File: config.mk
export PLATFORM = sky130hd
export DESIGN_NAME = layer_serializer_flat
export DESIGN_NICKNAME = d
export VERILOG_FILES = /design/src/rtl/layer_serializer_if.sv /design/src/rtl/layer_serializer.sv /design/src/flat_wrapper.sv
export SDC_FILE = /design/constraint.sdc
export NUM_CORES = 1
export LEC_CHECK = 0
export CAP_MARGIN = 40
export CORE_MARGIN = 2
export CORE_UTILIZATION = 45
export DETAILED_ROUTE_END_ITERATION = 16
export HOLD_SLACK_MARGIN = 0.12
export MAX_ROUTING_LAYER = met4
export PLACE_DENSITY = 0.78
export SLEW_MARGIN = 5
export SYNTH_ARGS = -nofsm -noshare
export SYNTH_HDL_FRONTEND = slang
export SYNTH_SLANG_ARGS = --single-unit
File: constraint.sdc
create_clock -name clk -period 8.65 [get_ports clk]
set_clock_uncertainty 0.2 [all_clocks]
set_input_delay 0.865 -clock clk [delete_from_list [all_inputs] [get_ports clk]]
set_output_delay 0.865 -clock clk [all_outputs]
set_load 0.1 [all_outputs]
File: src/rtl/layer_serializer_if.sv
// Bus bundle between a layer's neuron array, the serializer and the next layer's neurons.
// The serializer uses the slave modport; the producer/consumer side uses master.
interface layer_serializer_if #(
    parameter int numNeurons = 30,
    parameter int dataWidth  = 16
);
    logic                             layer_in_valid;
    logic [numNeurons*dataWidth-1:0]  layer_in;
    logic                             ser_out_valid;
    logic [dataWidth-1:0]             ser_out;
    logic                             ser_last;
    logic                             busy;
    logic                             drop_err;

    modport master (
        output layer_in_valid,
        output layer_in,
        input  ser_out_valid,
        input  ser_out,
        input  ser_last,
        input  busy,
        input  drop_err
    );

    modport slave (
        input  layer_in_valid,
        input  layer_in,
        output ser_out_valid,
        output ser_out,
        output ser_last,
        output busy,
        output drop_err
    );
endinterface

File: src/rtl/layer_serializer.sv
// Captures a whole layer's parallel outputs and replays them as a serial word stream.
// Define LAYER_SERIALIZER_DOUBLE_BUF_EN to add a one-entry pending vector buffer.
module layer_serializer #(
    parameter int numNeurons = 30,
    parameter int dataWidth  = 16
) (
    input  logic               clk,
    input  logic               rst_n,
    layer_serializer_if.slave  bus
);
    localparam int IW = $clog2(numNeurons);
    localparam logic [IW-1:0] IDX_LAST = IW'(numNeurons - 1);

    typedef enum logic {
        IDLE  = 1'b0,
        SHIFT = 1'b1
    } state_e;

    state_e                          state_q, state_d;
    logic [IW-1:0]                   idx_q, idx_d;
    logic [numNeurons*dataWidth-1:0] buf_q, buf_d;
    logic [dataWidth-1:0]            ser_out_q, ser_out_d;
    logic                            ser_out_valid_q, ser_out_valid_d;
    logic                            ser_last_q, ser_last_d;
    logic                            busy_q, busy_d;
    logic                            drop_err_q, drop_err_d;

    logic                            load_en;
    logic [numNeurons*dataWidth-1:0] load_data;
    logic [IW-1:0]                   idx_inc;

`ifdef LAYER_SERIALIZER_DOUBLE_BUF_EN
    logic [numNeurons*dataWidth-1:0] pend_q, pend_d;
    logic                            pend_valid_q, pend_valid_d;
`endif

    always_comb begin
        state_d         = state_q;
        idx_d           = idx_q;
        buf_d           = buf_q;
        ser_out_d       = ser_out_q;
        ser_out_valid_d = ser_out_valid_q;
        ser_last_d      = ser_last_q;
        busy_d          = busy_q;
        drop_err_d      = 1'b0;
        load_en         = 1'b0;
        load_data       = bus.layer_in;
        idx_inc         = idx_q + 1'b1;
`ifdef LAYER_SERIALIZER_DOUBLE_BUF_EN
        pend_d          = pend_q;
        pend_valid_d    = pend_valid_q;
`endif

        case (state_q)
            IDLE: begin
                if (bus.layer_in_valid) begin
                    load_en = 1'b1;
                end
            end
            SHIFT: begin
                if (idx_q != IDX_LAST) begin
                    idx_d      = idx_inc;
                    ser_out_d  = buf_q[int'(idx_inc)*dataWidth +: dataWidth];
                    ser_last_d = (idx_inc == IDX_LAST);
`ifdef LAYER_SERIALIZER_DOUBLE_BUF_EN
                    if (bus.layer_in_valid) begin
                        if (!pend_valid_q) begin
                            pend_d       = bus.layer_in;
                            pend_valid_d = 1'b1;
                        end else begin
                            drop_err_d = 1'b1;
                        end
                    end
`else
                    drop_err_d = bus.layer_in_valid;
`endif
                end else begin
                    // Last word on the bus: chain the next vector with no gap if one exists.
`ifdef LAYER_SERIALIZER_DOUBLE_BUF_EN
                    if (pend_valid_q) begin
                        load_en      = 1'b1;
                        load_data    = pend_q;
                        pend_valid_d = bus.layer_in_valid;
                        if (bus.layer_in_valid) begin
                            pend_d = bus.layer_in;
                        end
                    end else if (bus.layer_in_valid) begin
                        load_en = 1'b1;
                    end
`else
                    if (bus.layer_in_valid) begin
                        load_en = 1'b1;
                    end
`endif
                    if (!load_en) begin
                        state_d         = IDLE;
                        ser_out_valid_d = 1'b0;
                        ser_last_d      = 1'b0;
                        busy_d          = 1'b0;
                    end
                end
            end
            default: state_d = IDLE;
        endcase

        if (load_en) begin
            state_d         = SHIFT;
            buf_d           = load_data;
            ser_out_d       = load_data[0 +: dataWidth];
            ser_out_valid_d = 1'b1;
            ser_last_d      = 1'b0;
            idx_d           = '0;
            busy_d          = 1'b1;
        end
    end

    always_ff @(posedge clk or negedge rst_n) begin
        if (!rst_n) begin
            state_q         <= IDLE;
            idx_q           <= '0;
            buf_q           <= '0;
            ser_out_q       <= '0;
            ser_out_valid_q <= 1'b0;
            ser_last_q      <= 1'b0;
            busy_q          <= 1'b0;
            drop_err_q      <= 1'b0;
`ifdef LAYER_SERIALIZER_DOUBLE_BUF_EN
            pend_q          <= '0;
            pend_valid_q    <= 1'b0;
`endif
        end else begin
            state_q         <= state_d;
            idx_q           <= idx_d;
            buf_q           <= buf_d;
            ser_out_q       <= ser_out_d;
            ser_out_valid_q <= ser_out_valid_d;
            ser_last_q      <= ser_last_d;
            busy_q          <= busy_d;
            drop_err_q      <= drop_err_d;
`ifdef LAYER_SERIALIZER_DOUBLE_BUF_EN
            pend_q          <= pend_d;
            pend_valid_q    <= pend_valid_d;
`endif
        end
    end

    assign bus.ser_out_valid = ser_out_valid_q;
    assign bus.ser_out       = ser_out_q;
    assign bus.ser_last      = ser_last_q;
    assign bus.busy          = busy_q;
    assign bus.drop_err      = drop_err_q;
endmodule

File: src/flat_wrapper.sv
// flat-port wrapper written by rule: the top's interface ports become plain ports
module layer_serializer_flat 
#(
    parameter int numNeurons = 30,
    parameter int dataWidth  = 16
)
  (clk, rst_n, bus_layer_in_valid, bus_layer_in, bus_ser_out_valid, bus_ser_out, bus_ser_last, bus_busy, bus_drop_err);
  layer_serializer_if #(.numNeurons(numNeurons), .dataWidth(dataWidth)) bus_i ();
  input  logic clk;
  input  logic rst_n;
  input wire logic [$bits(bus_i.layer_in_valid)-1:0] bus_layer_in_valid;
  input wire logic [$bits(bus_i.layer_in)-1:0] bus_layer_in;
  output wire logic [$bits(bus_i.ser_out_valid)-1:0] bus_ser_out_valid;
  output wire logic [$bits(bus_i.ser_out)-1:0] bus_ser_out;
  output wire logic [$bits(bus_i.ser_last)-1:0] bus_ser_last;
  output wire logic [$bits(bus_i.busy)-1:0] bus_busy;
  output wire logic [$bits(bus_i.drop_err)-1:0] bus_drop_err;
  assign bus_i.layer_in_valid = bus_layer_in_valid;
  assign bus_i.layer_in = bus_layer_in;
  assign bus_ser_out_valid = bus_i.ser_out_valid;
  assign bus_ser_out = bus_i.ser_out;
  assign bus_ser_last = bus_i.ser_last;
  assign bus_busy = bus_i.busy;
  assign bus_drop_err = bus_i.drop_err;
  layer_serializer #(.numNeurons(numNeurons), .dataWidth(dataWidth)) u_core (.clk(clk), .rst_n(rst_n), .bus(bus_i));
endmodule
* Word level (Yosys, flattened, before mapping) *
Cells that the tools add are included.

operators by class
  add/subtract/negate cells = 1
  multiply operators = 0
  div/mod/pow operators = 0
  order comparisons = 0
  equality and inequality tests = 5
  shift-type cells = 1
  muxes and demuxes = 24
  bitwise gates (word level) = 1
  reductions and logical operators = 5

operator list
  cell                                                                     number
  480-bit by 10-bit indexed part select with 16-bit output                 1
  16-bit two-way mux                                                       3
  1-bit two-way mux                                                        17
  5-bit two-way mux                                                        3
  5-bit by 1-bit adder with 5-bit output, second input constant            1
  5-bit equality test, second input constant                               1
  5-bit inequality test, second input constant                             1
  2-bit by 1-bit inequality test with 1-bit output, second input constant  2
  2-bit AND reduction                                                      2
  2-bit nonzero test                                                       2
  3-bit by 1-bit inequality test with 1-bit output, second input constant  1
  3-bit AND reduction                                                      1
  1-bit one-hot mux with 2 select lines                                    1
  1-bit inverter                                                           1

word-level totals
  register bits = 505
  bits in latches = 0
  RAM bits = 0
  bits in read-only memories = 0
  bits of input ports = 483
  output and inout port bits = 20
  word-level logic and storage cells = 44
  memories kept = 0

* Longest topological paths before layout *
Gate-level depths: netlist (run 1).

  word-level depth = 7
  mapped depth = 14

* Worst setup path after synthesis (run 1) *
No wires, ideal clock.

  kind = register -> register
  start point = register u_core.idx_q[0]
  end point = register u_core.ser_out_q[2], in the netlist u_core.bus.ser_out[2]
  setup time = 0.128 ns
  arrival time = 3.270 ns
  required time = 8.322 ns
  setup slack = 5.053 ns
  cell stages (with the launch flop) = 14
  clock period less this slack = 3.597 ns
  cells stage by stage = dfrtp_1 -> buf_2 -> buf_6 -> buf_2 -> buf_2 -> inv_1 -> ha_1 -> buf_2 -> clkbuf_1 -> clkbuf_1 -> mux4_2 -> mux4_2 -> nand2_1 -> nand2_1

on the way
  cells in the longest elaborated chain, start to end = 5

ends and longest elaborated chain
  what                                                                                                  line                                            text
  start, declared                                                                                       layer_serializer.sv:20                          logic [IW-1:0] idx_q, idx_d;
  start signal, assigned                                                                                layer_serializer.sv:133                         idx_q <= idx_d;
  5-bit by 1-bit adder with 5-bit output / 5-bit inequality test (equally long branches)                layer_serializer.sv:48, layer_serializer.sv:61
  480-bit by 10-bit indexed part select with 16-bit output / 1-bit two-way mux (equally long branches)  layer_serializer.sv:63, layer_serializer.sv:61
  16-bit two-way mux / 1-bit one-hot mux with 2 select lines (equally long branches)                    layer_serializer.sv:61, layer_serializer.sv:54
  16-bit two-way mux / 2-bit nonzero test (equally long branches)                                       n/a
  16-bit two-way mux / 2-bit AND reduction (equally long branches)                                      n/a
  end signal, assigned                                                                                  layer_serializer.sv:135                         ser_out_q <= ser_out_d;
  end, declared                                                                                         layer_serializer.sv:22                          logic [dataWidth-1:0] ser_out_q, ser_out_d;

Several ways; a longest one is shown, not always the timed one. The select of a mux whose other input is x is not followed.
A chain may end at the register's enable or synchronous reset.

* Worst setup path after layout (run 1) *
  start point = register u_core.idx_q[0]
  end point = register u_core.buf_q[213]

on the way
  cells in the longest elaborated chain, start to end = 3

ends and longest elaborated chain
  what                                   line                     text
  5-bit inequality test                  layer_serializer.sv:61   if (idx_q != IDX_LAST) begin
  1-bit two-way mux                      layer_serializer.sv:61
  1-bit one-hot mux with 2 select lines  layer_serializer.sv:54   case (state_q)
  end signal, assigned                   layer_serializer.sv:134  buf_q <= buf_d;
  end, declared                          layer_serializer.sv:21   logic [numNeurons*dataWidth-1:0] buf_q, buf_d;

No other way between the ends.

==> results of run 1 <==
through the flow:
step                setup slack [ns]  instances  power, uW  cell area [um^2]
floorplan                       5.05       1375       7580             22500
global placement                4.47       2467       9220             28200
detailed placement              4.40       2493       9730             28800
CTS                             4.70       2594      12100             30700
global route                    4.32       2620      12600             30700
finish                          4.52       2621      12000             30700
cell families (layout without fill, tap and decap cells):
kind of cell / after synthesis / in the layout / share of synthesized area
muxes: 634 / 634 / 0.385
DFF: 505 / 505 / 0.560
buffers and inverters: 102 / 649 / 0.0224
and+or+nand+nor: 89 / 89 / 0.0162
AOI/OAI and AO/OA: 37 / 37 / 0.0124
xor gates and xnor gates: 5 / 5 / 0.00194
adders and majority gates: 3 / 3 / 0.00166
other: 0 / 27 / 0
path summary, 6_finish.rpt:
| path | startpoint | endpoint | slack (ns) |
|---|---|---|---|
| setup / recovery | u_core.idx_q[0]$_DFFE_PN0P_ | u_core.buf_q[213]$_DFFE_PN0P_ | 4.52 |
| max in group asynchronous | rst_n | u_core.buf_q[405]$_DFFE_PN0P_ | 6.37 |
| min in group clk | u_core.buf_q[186]$_DFFE_PN0P_ | u_core.buf_q[186]$_DFFE_PN0P_ | 0.29 |
| hold / removal | rst_n | u_core.buf_q[135]$_DFFE_PN0P_ | 0.14 |
| setup reg to reg | u_core.idx_q[0]$_DFFE_PN0P_ | u_core.buf_q[213]$_DFFE_PN0P_ | 4.52 |
| hold reg to reg | u_core.buf_q[186]$_DFFE_PN0P_ | u_core.buf_q[186]$_DFFE_PN0P_ | 0.29 |
layout make-up:
type / count / share of cell area
Sequential cell: 505 / 0.411
Multi-Input combinational cell: 768 / 0.308
Timing Repair Buffer: 544 / 0.191
Clock buffer: 83 / 0.0548
Tap cell: 672 / 0.0274
Clock inverter: 18 / 0.00501
Antenna cell: 27 / 0.00220
Inverter: 4 / 0.000489
registers in the layout, indices dropped and copies added, names as in the netlist:
register and cells:
u_core.state_q 1, u_core.idx_q 5, u_core.bus.drop_err 1, u_core.buf_q 480, u_core.bus.ser_out 16, u_core.bus.ser_last 1, u_core.bus.ser_out_valid 1
worst max-delay path, stage by stage, from the launching register on:
cell and delay [ns]:
sky130_fd_sc_hd__dfrtp_4 0.67, sky130_fd_sc_hd__ha_1 0.23, sky130_fd_sc_hd__nand4_1 0.23, sky130_fd_sc_hd__a21oi_4 0.28
sky130_fd_sc_hd__buf_12 0.61, sky130_fd_sc_hd__buf_12 0.81, sky130_fd_sc_hd__mux2_2 0.42
cells in the mapped netlist (all sizes together):
cell type | number | area, um^2
clkbuf | 23 | 86.3
inv | 4 | 15.0
a31oi | 6 | 37.5
mux2i | 10 | 100
a222oi | 10 | 100
a32o | 1 | 10.0
a21oi | 9 | 45.0
ha | 3 | 37.5
nand3 | 17 | 85.1
nor2 | 26 | 97.6
xnor2 | 2 | 17.5
xor2 | 3 | 26.3
a221o | 6 | 60.1
nand2 | 43 | 161
mux4 | 138 | 3110
nor4 | 1 | 6.26
dfrtp | 505 | 12600
a21o | 1 | 7.51
and4 | 1 | 8.76
mux2 | 486 | 5470
buf | 75 | 403
nand4 | 1 | 6.26
o21ai | 4 | 20.0
layer usage:
layer | part of all wire | up-vias | global-route usage
li1 | - | 6206 | -
met1 | 0.40 | 7478 | 0.321
met2 | 0.49 | 499 | 0.410
met3 | 0.069 | 130 | 0.0664
met4 | 0.037 | 0 | 0.106
met5 | 0 | - | -
power breakdown:
group / total (uW) / internal [uW] / switching (uW)
registers: 4170 / 3520 / 649
logic: 5480 / 2970 / 2510
clock network: 2350 / 1400 / 950
total: 12000 / 7890 / 4110
==> results.txt, run 1 <==
The flow ran to the end, and the final reports show no timing, DRC or antenna violations. The final setup violation count is 0. The initial cell density of the core came out at 0.453. The share of the clock period used by the worst path came out at 0.478.

STA classifies the critical path endpoint as a flop. The overall track demand over capacity in global routing came out at 0.260. Setup repair after global routing left no endpoint under its margin. Once the clock tree was built, the setup fixing pass inserted 0 buffers.

The die covers between 50000 and 60000 um^2. Measured against its own limit, the worst slew margin works out to 0.168. In this run the vertical extent of the chip is roughly 230 um.

The wire length after detailed routing came out at 65.0 mm. The number of pins with negative max-slew slack in the final report was 0. The power per cell area came out at 390 nW/um^2.

The initial antenna violation count is 30. The netlist uses 27 different library cells. The top cell types in the final layout, fill and taps aside, are sky130_fd_sc_hd__dfrtp_1, sky130_fd_sc_hd__clkdlybuf4s50_1, sky130_fd_sc_hd__mux2_2. Along the worst path, the maximum fanout reaches around 200. Entering global routing, the biggest net connects a little over 200 pins.

The clock period minus final worst setup slack came out at 4.13 ns. The leakage power came out at 0.0127 uW. The synthesized netlist cell count is 1375. The standard-cell row count is 82. The cell sitting at the root of the clock tree is a sky130_fd_sc_hd__clkbuf_16.

In this run the standard cell core region covers 49800 um^2. The horizontal die dimension came out at between 200 and 250 um. The worst path arrival time came out at around 4.4 ns. The clock latency on the worst-skew pair is roughly 0.60 ns. The iteration-0 DRC count of the detailed router came out at approximately 900. The total of max-cap violations is 0. After clock tree synthesis, the clock-pin slew on the worst setup and hold paths is 0.06 ns. Summing over every cut layer, the via total after detailed routing is 14300. The library cell used most frequently in the layout, excluding fill and tap cells, is sky130_fd_sc_hd__dfrtp_1. The endpoint required time on the critical path is 8.93 ns. The mean instance size in the synthesized netlist came out at around 16 um^2. In this run the remaining antenna-violating nets after routing total 0. The worst-case reg-to-reg path depth is 6. The sum of negative setup slack came out at 0 ns. The multi-input combinational cell area is 9470 um^2. The fraction of final layout cells sized beyond drive strength 1 is 0.373.

The number of gates resized after cts came out at 0. The worst ir drop on vdd came out at 0.313 mV. The HPWL after detailed placement came out at 47.5 mm. The worst hold slack after final layout came out at 0.138 ns.

The global route total overflow is 0. The category of the critical setup timing path is flop to flop. The net count after synthesis is 1861. The worst setup path is launched from a flop. For this run, the top clock speed supported by timing is between 0.2 and 0.25 GHz. TritonCTS created 54 clock buffers. The via count of the first global-routing pass is 15700. Hold repair after CTS inserted 0 buffers. In the routed layout, each cell is associated on average with a via count of 5.46. The portion of the post-synthesis area used by sequential elements is 0.560. Summing all flip-flop and latch instances after layout gives 12600 um^2. TritonCTS built the clock tree. The final-stage net count is 2363. The first-pass detailed-route iteration total came out at 5. The min-delay analysis places its worst path in the category primary input to async pin.

CTS saw 505 sinks. The netlist area before placement is 22500 um^2. The final-report hold violation count came out at 0.

The signed area change from the synthesized netlist to the final layout came out at 36.3%. The slew of the pin with the lowest slew margin is 1.25 ns. The H-tree depth is 2. The maximum root-to-sink buffer count came out at 3. The count of yosys warnings during synthesis is 0.

The layout has 3673 filler cells. The detail-routed net length per standard cell came out at 24.8 um. At the end of routability-driven placement, the weighted congestion stood at between 0.8 and 0.9. The number of flip-flops and latches in the synthesized netlist came out at 505. For this design the top-level I/O count stands at 503. The first-pass GRT wire length came out at 98.4 mm. For this run, the share of the core covered by cells in the final layout is 0.618. The number of buffers inserted by port buffering came out at 502. The total DRC errors in the routed layout came out at 0.
(Power assumes the default switching activity.)
==> inputs of run 2 (changes only) <==
PLACE_DENSITY = 0.8   (was 0.78)
clock period = 3.43 ns   (was 8.65 ns; I/O delays follow)
==> run 2 against run 1 <==
Global-route usage is 1.4 points higher. Clock power rose by 150%. Wire length grew 5.1%. Register-to-register slack got worse by 4.0 ns. Hold slack worse by 0.0015 ns.
==> results.txt, run 2 (synthesis results as in run 1) <==
The number of sinks driven by the clock tree is 505 (unchanged). The worst setup path is launched from a flop. The number of buffers created by CTS was 54 (unchanged). The initial cell density of the core is 0.453 (unchanged). The worst hold path terminates at u_core.buf_q[201]$_DFFE_PN0P_.

The maximum clock frequency was 0.342 GHz (+41%). The final antenna-violating net count came out at 0 (unchanged). Leaving out fill and tap cells, the most frequent cell in the layout is sky130_fd_sc_hd__dfrtp_1. The endpoint identified for the worst register-to-register timing path is u_core.bus.ser_out[14]$_DFFE_PN0P_.

The final-stage net count is 2371 (+0.34%). The number of gates resized after cts is 0 (unchanged). The iteration-0 DRC count of the detailed router came out at 1056 (+16%).

The met1 demand-to-capacity share in global routing came out at 0.349 (+0.0279). The clock latency on the worst-skew pair is 0.61 ns (about the same). The total DRC errors in the routed layout came out at 0 (unchanged). The met2 usage is 0.434 (+0.0247).

The maximum root-to-sink buffer count came to 3 (unchanged). The number of pins with negative max-slew slack in the final report was 0 (unchanged). The final-report hold violation count came out at 0 (unchanged). The worst path arrival time came out at 3.21 ns (-1.20 ns). CTS placed an instance of sky130_fd_sc_hd__clkbuf_16 at the clock tree root. The number of flip-flops in the largest register is 480 (unchanged). The H-tree depth was 2 (unchanged). The layer with the highest usage is met2.

The first-pass detailed-route iteration total is 7 (+2). The worst ir drop on vdd is 0.588 mV (+88%). The final setup violation count is 0 (unchanged). The sum of negative setup slack is 0 ns (unchanged). The HPWL after detailed placement came out at 51.0 mm (+7.3%). The path class of the lowest-slack min-delay path is primary input to flop. The standard-cell row count came out at 82 (unchanged). The minimum setup slack among reg-to-reg paths came out at 0.50 ns (-4.01 ns). TritonCTS built the clock tree. The power per cell area is 973 nW/um^2 (+150%). The fraction of final layout cells sized beyond drive strength 1 is 0.375 (+0.00202). Ranked by flip-flop count, first place goes to u_core.buf_q. The hold path startpoint is bus_layer_in[201].

The floorplan die area came out at 51900 um^2 (unchanged). The leakage power is 0.0126 uW (-0.82%). The first-pass GRT wire length is 103 mm (+4.2%). The register clock-pin slew on the reported worst setup and hold paths came to 0.06 ns (about the same). The maximum number of pins on one net before global-route repair is 95 (-53%). The worst hold path was traced through 2 stages. The I/O pin total was 503 (unchanged). The via count of the first global-routing pass is 15800 (+0.64%). The met3 demand-to-capacity share in global routing came out at 0.0610 (-0.00538).

The routability congestion estimate was 0.882 (+3.5%). The initial antenna violation count came out at 26 (-13%). The category of the critical setup timing path is flop to flop. The overall track demand over capacity in global routing is 0.274 (+0.0140). In the layout the commonest cells are sky130_fd_sc_hd__dfrtp_1, sky130_fd_sc_hd__clkdlybuf4s50_1, sky130_fd_sc_hd__mux2_2. The biggest fanout along the worst timing path came to 35 (-83%). The detail-routed net length per standard cell is 26.0 um (+5.0%). The horizontal die dimension is 228 um (unchanged). The worst-case reg-to-reg path depth is 7 (+1). The total of max-cap violations came out at 0 (unchanged). The headroom to the max-slew limit came out at 0.625 (+0.457).

The clock period minus final worst setup slack is 2.93 ns (-1.21 ns). The area of the core came out at 49800 um^2 (unchanged). The run finished with clean final reports.

The global route total overflow was 0 (unchanged). The filler cell count is 3703 (+0.82%). The slew of the pin with the lowest slew margin was 0.563 ns (-0.685 ns). The endpoint required time on the critical path was 3.72 ns (-5.21 ns). The worst hold slack after final layout came out at 0.136 ns (-0.00152 ns). The element type at the critical path end is a flop. The number of vias after detailed routing came out at 14500 (+1.1%). The worst register-to-register path begins at u_core.idx_q[0]$_DFFE_PN0P_. The share of the clock period used by the worst path came out at 0.853 (+0.375).

The via density per instance came to 5.51 (+0.98%). The number of buffers inserted by port buffering is 502 (unchanged). The wire length after detailed routing came out at 68.3 mm (+5.1%).

The signed area change from the synthesized netlist to the final layout came out at 34.8%. Setup repair after global routing left no endpoint under its margin. The die outline height is 228 um (unchanged).
-- run 2: cell count changes in the layout (fill, tap and decap cells not counted), moves of 10 or more --
cell	before	now
sky130_fd_sc_hd__buf_16	22	0
sky130_fd_sc_hd__clkdlybuf4s50_1	500	482
sky130_fd_sc_hd__buf_4	13	41
sky130_fd_sc_hd__clkbuf_8	16	6
sky130_fd_sc_hd__buf_12	4	17
sky130_fd_sc_hd__dlygate4sd3_1	0	10
-- run 2: metal layers --
| layer | vias up | wire length, um |
|---|---|---|
| met5 | - | 0 |
| met4 | 0 | 2020 |
| met3 | 106 | 4270 |
| met2 | 500 | 33900 |
| met1 | 7660 | 28200 |
| li1 | 6204 | - |
-- run 2: where the power goes --
| group | leakage (uW) | total [uW] | switching (uW) | internal, uW |
|---|---|---|---|---|
| Clock | 0.000859 | 5860 | 2420 | 3440 |
| Sequential | 0.00619 | 10800 | 1890 | 8890 |
| Combinational | 0.00556 | 12900 | 5890 | 7040 |
-- run 2: worst max-delay path: stages (launching register included) --
cell,delay (ns)
sky130_fd_sc_hd__dfrtp_4,0.48
sky130_fd_sc_hd__inv_1,0.09
sky130_fd_sc_hd__ha_4,0.47
sky130_fd_sc_hd__buf_12,0.29
sky130_fd_sc_hd__mux4_2,0.36
sky130_fd_sc_hd__mux4_2,0.47
sky130_fd_sc_hd__a222oi_1,0.32
sky130_fd_sc_hd__nand2_1,0.09
-- run 2: timing repair --
action                     CTS  global route
setup endpoints to repair    0             0
setup buffers                0             0
hold endpoints to repair   468             0
hold buffers                11             0
-- run 2: stage by stage --
step                instances  total power, uW   util  setup WS, ns  instance area (um^2)
floorplan                1375            19100      -        0.0465                 22600
global placement         2487            23400  0.571         0.520                 28400
detailed placement       2490            23800  0.572         0.489                 28500
CTS                      2597            29800  0.609         0.484                 30300
global route             2621            31100  0.611         0.402                 30400
finish                   2624            29600  0.611         0.503                 30400
-- run 2: how the worst max path moves through the flow --
stage	from	end	slack, ns	depth (start not counted)
after floorplan	u_core.idx_q[0]$_DFFE_PN0P_	u_core.bus.ser_out[0]$_DFFE_PN0P_	0.05	12
after global placement	u_core.idx_q[0]$_DFFE_PN0P_	u_core.bus.ser_out[11]$_DFFE_PN0P_	0.52	7
after detailed placement	u_core.idx_q[0]$_DFFE_PN0P_	u_core.bus.ser_out[8]$_DFFE_PN0P_	0.49	7
after CTS	u_core.idx_q[0]$_DFFE_PN0P_	u_core.bus.ser_out[11]$_DFFE_PN0P_	0.48	7
after global routing	u_core.idx_q[0]$_DFFE_PN0P_	u_core.bus.ser_out[14]$_DFFE_PN0P_	0.40	7
final	u_core.idx_q[0]$_DFFE_PN0P_	u_core.bus.ser_out[14]$_DFFE_PN0P_	0.50	7
-- run 2: cell type report --
type / count / area, um^2 / share of cell area
sequential: 505 / 12600 / 0.416
multi-input combinational: 768 / 9470 / 0.312
timing repair buffer: 552 / 5600 / 0.184
clock buffer: 77 / 1520 / 0.0500
tap: 672 / 841 / 0.0277
clock inverter: 19 / 233 / 0.00766
antenna: 27 / 67.6 / 0.00222
inverter: 4 / 15.0 / 0.000494
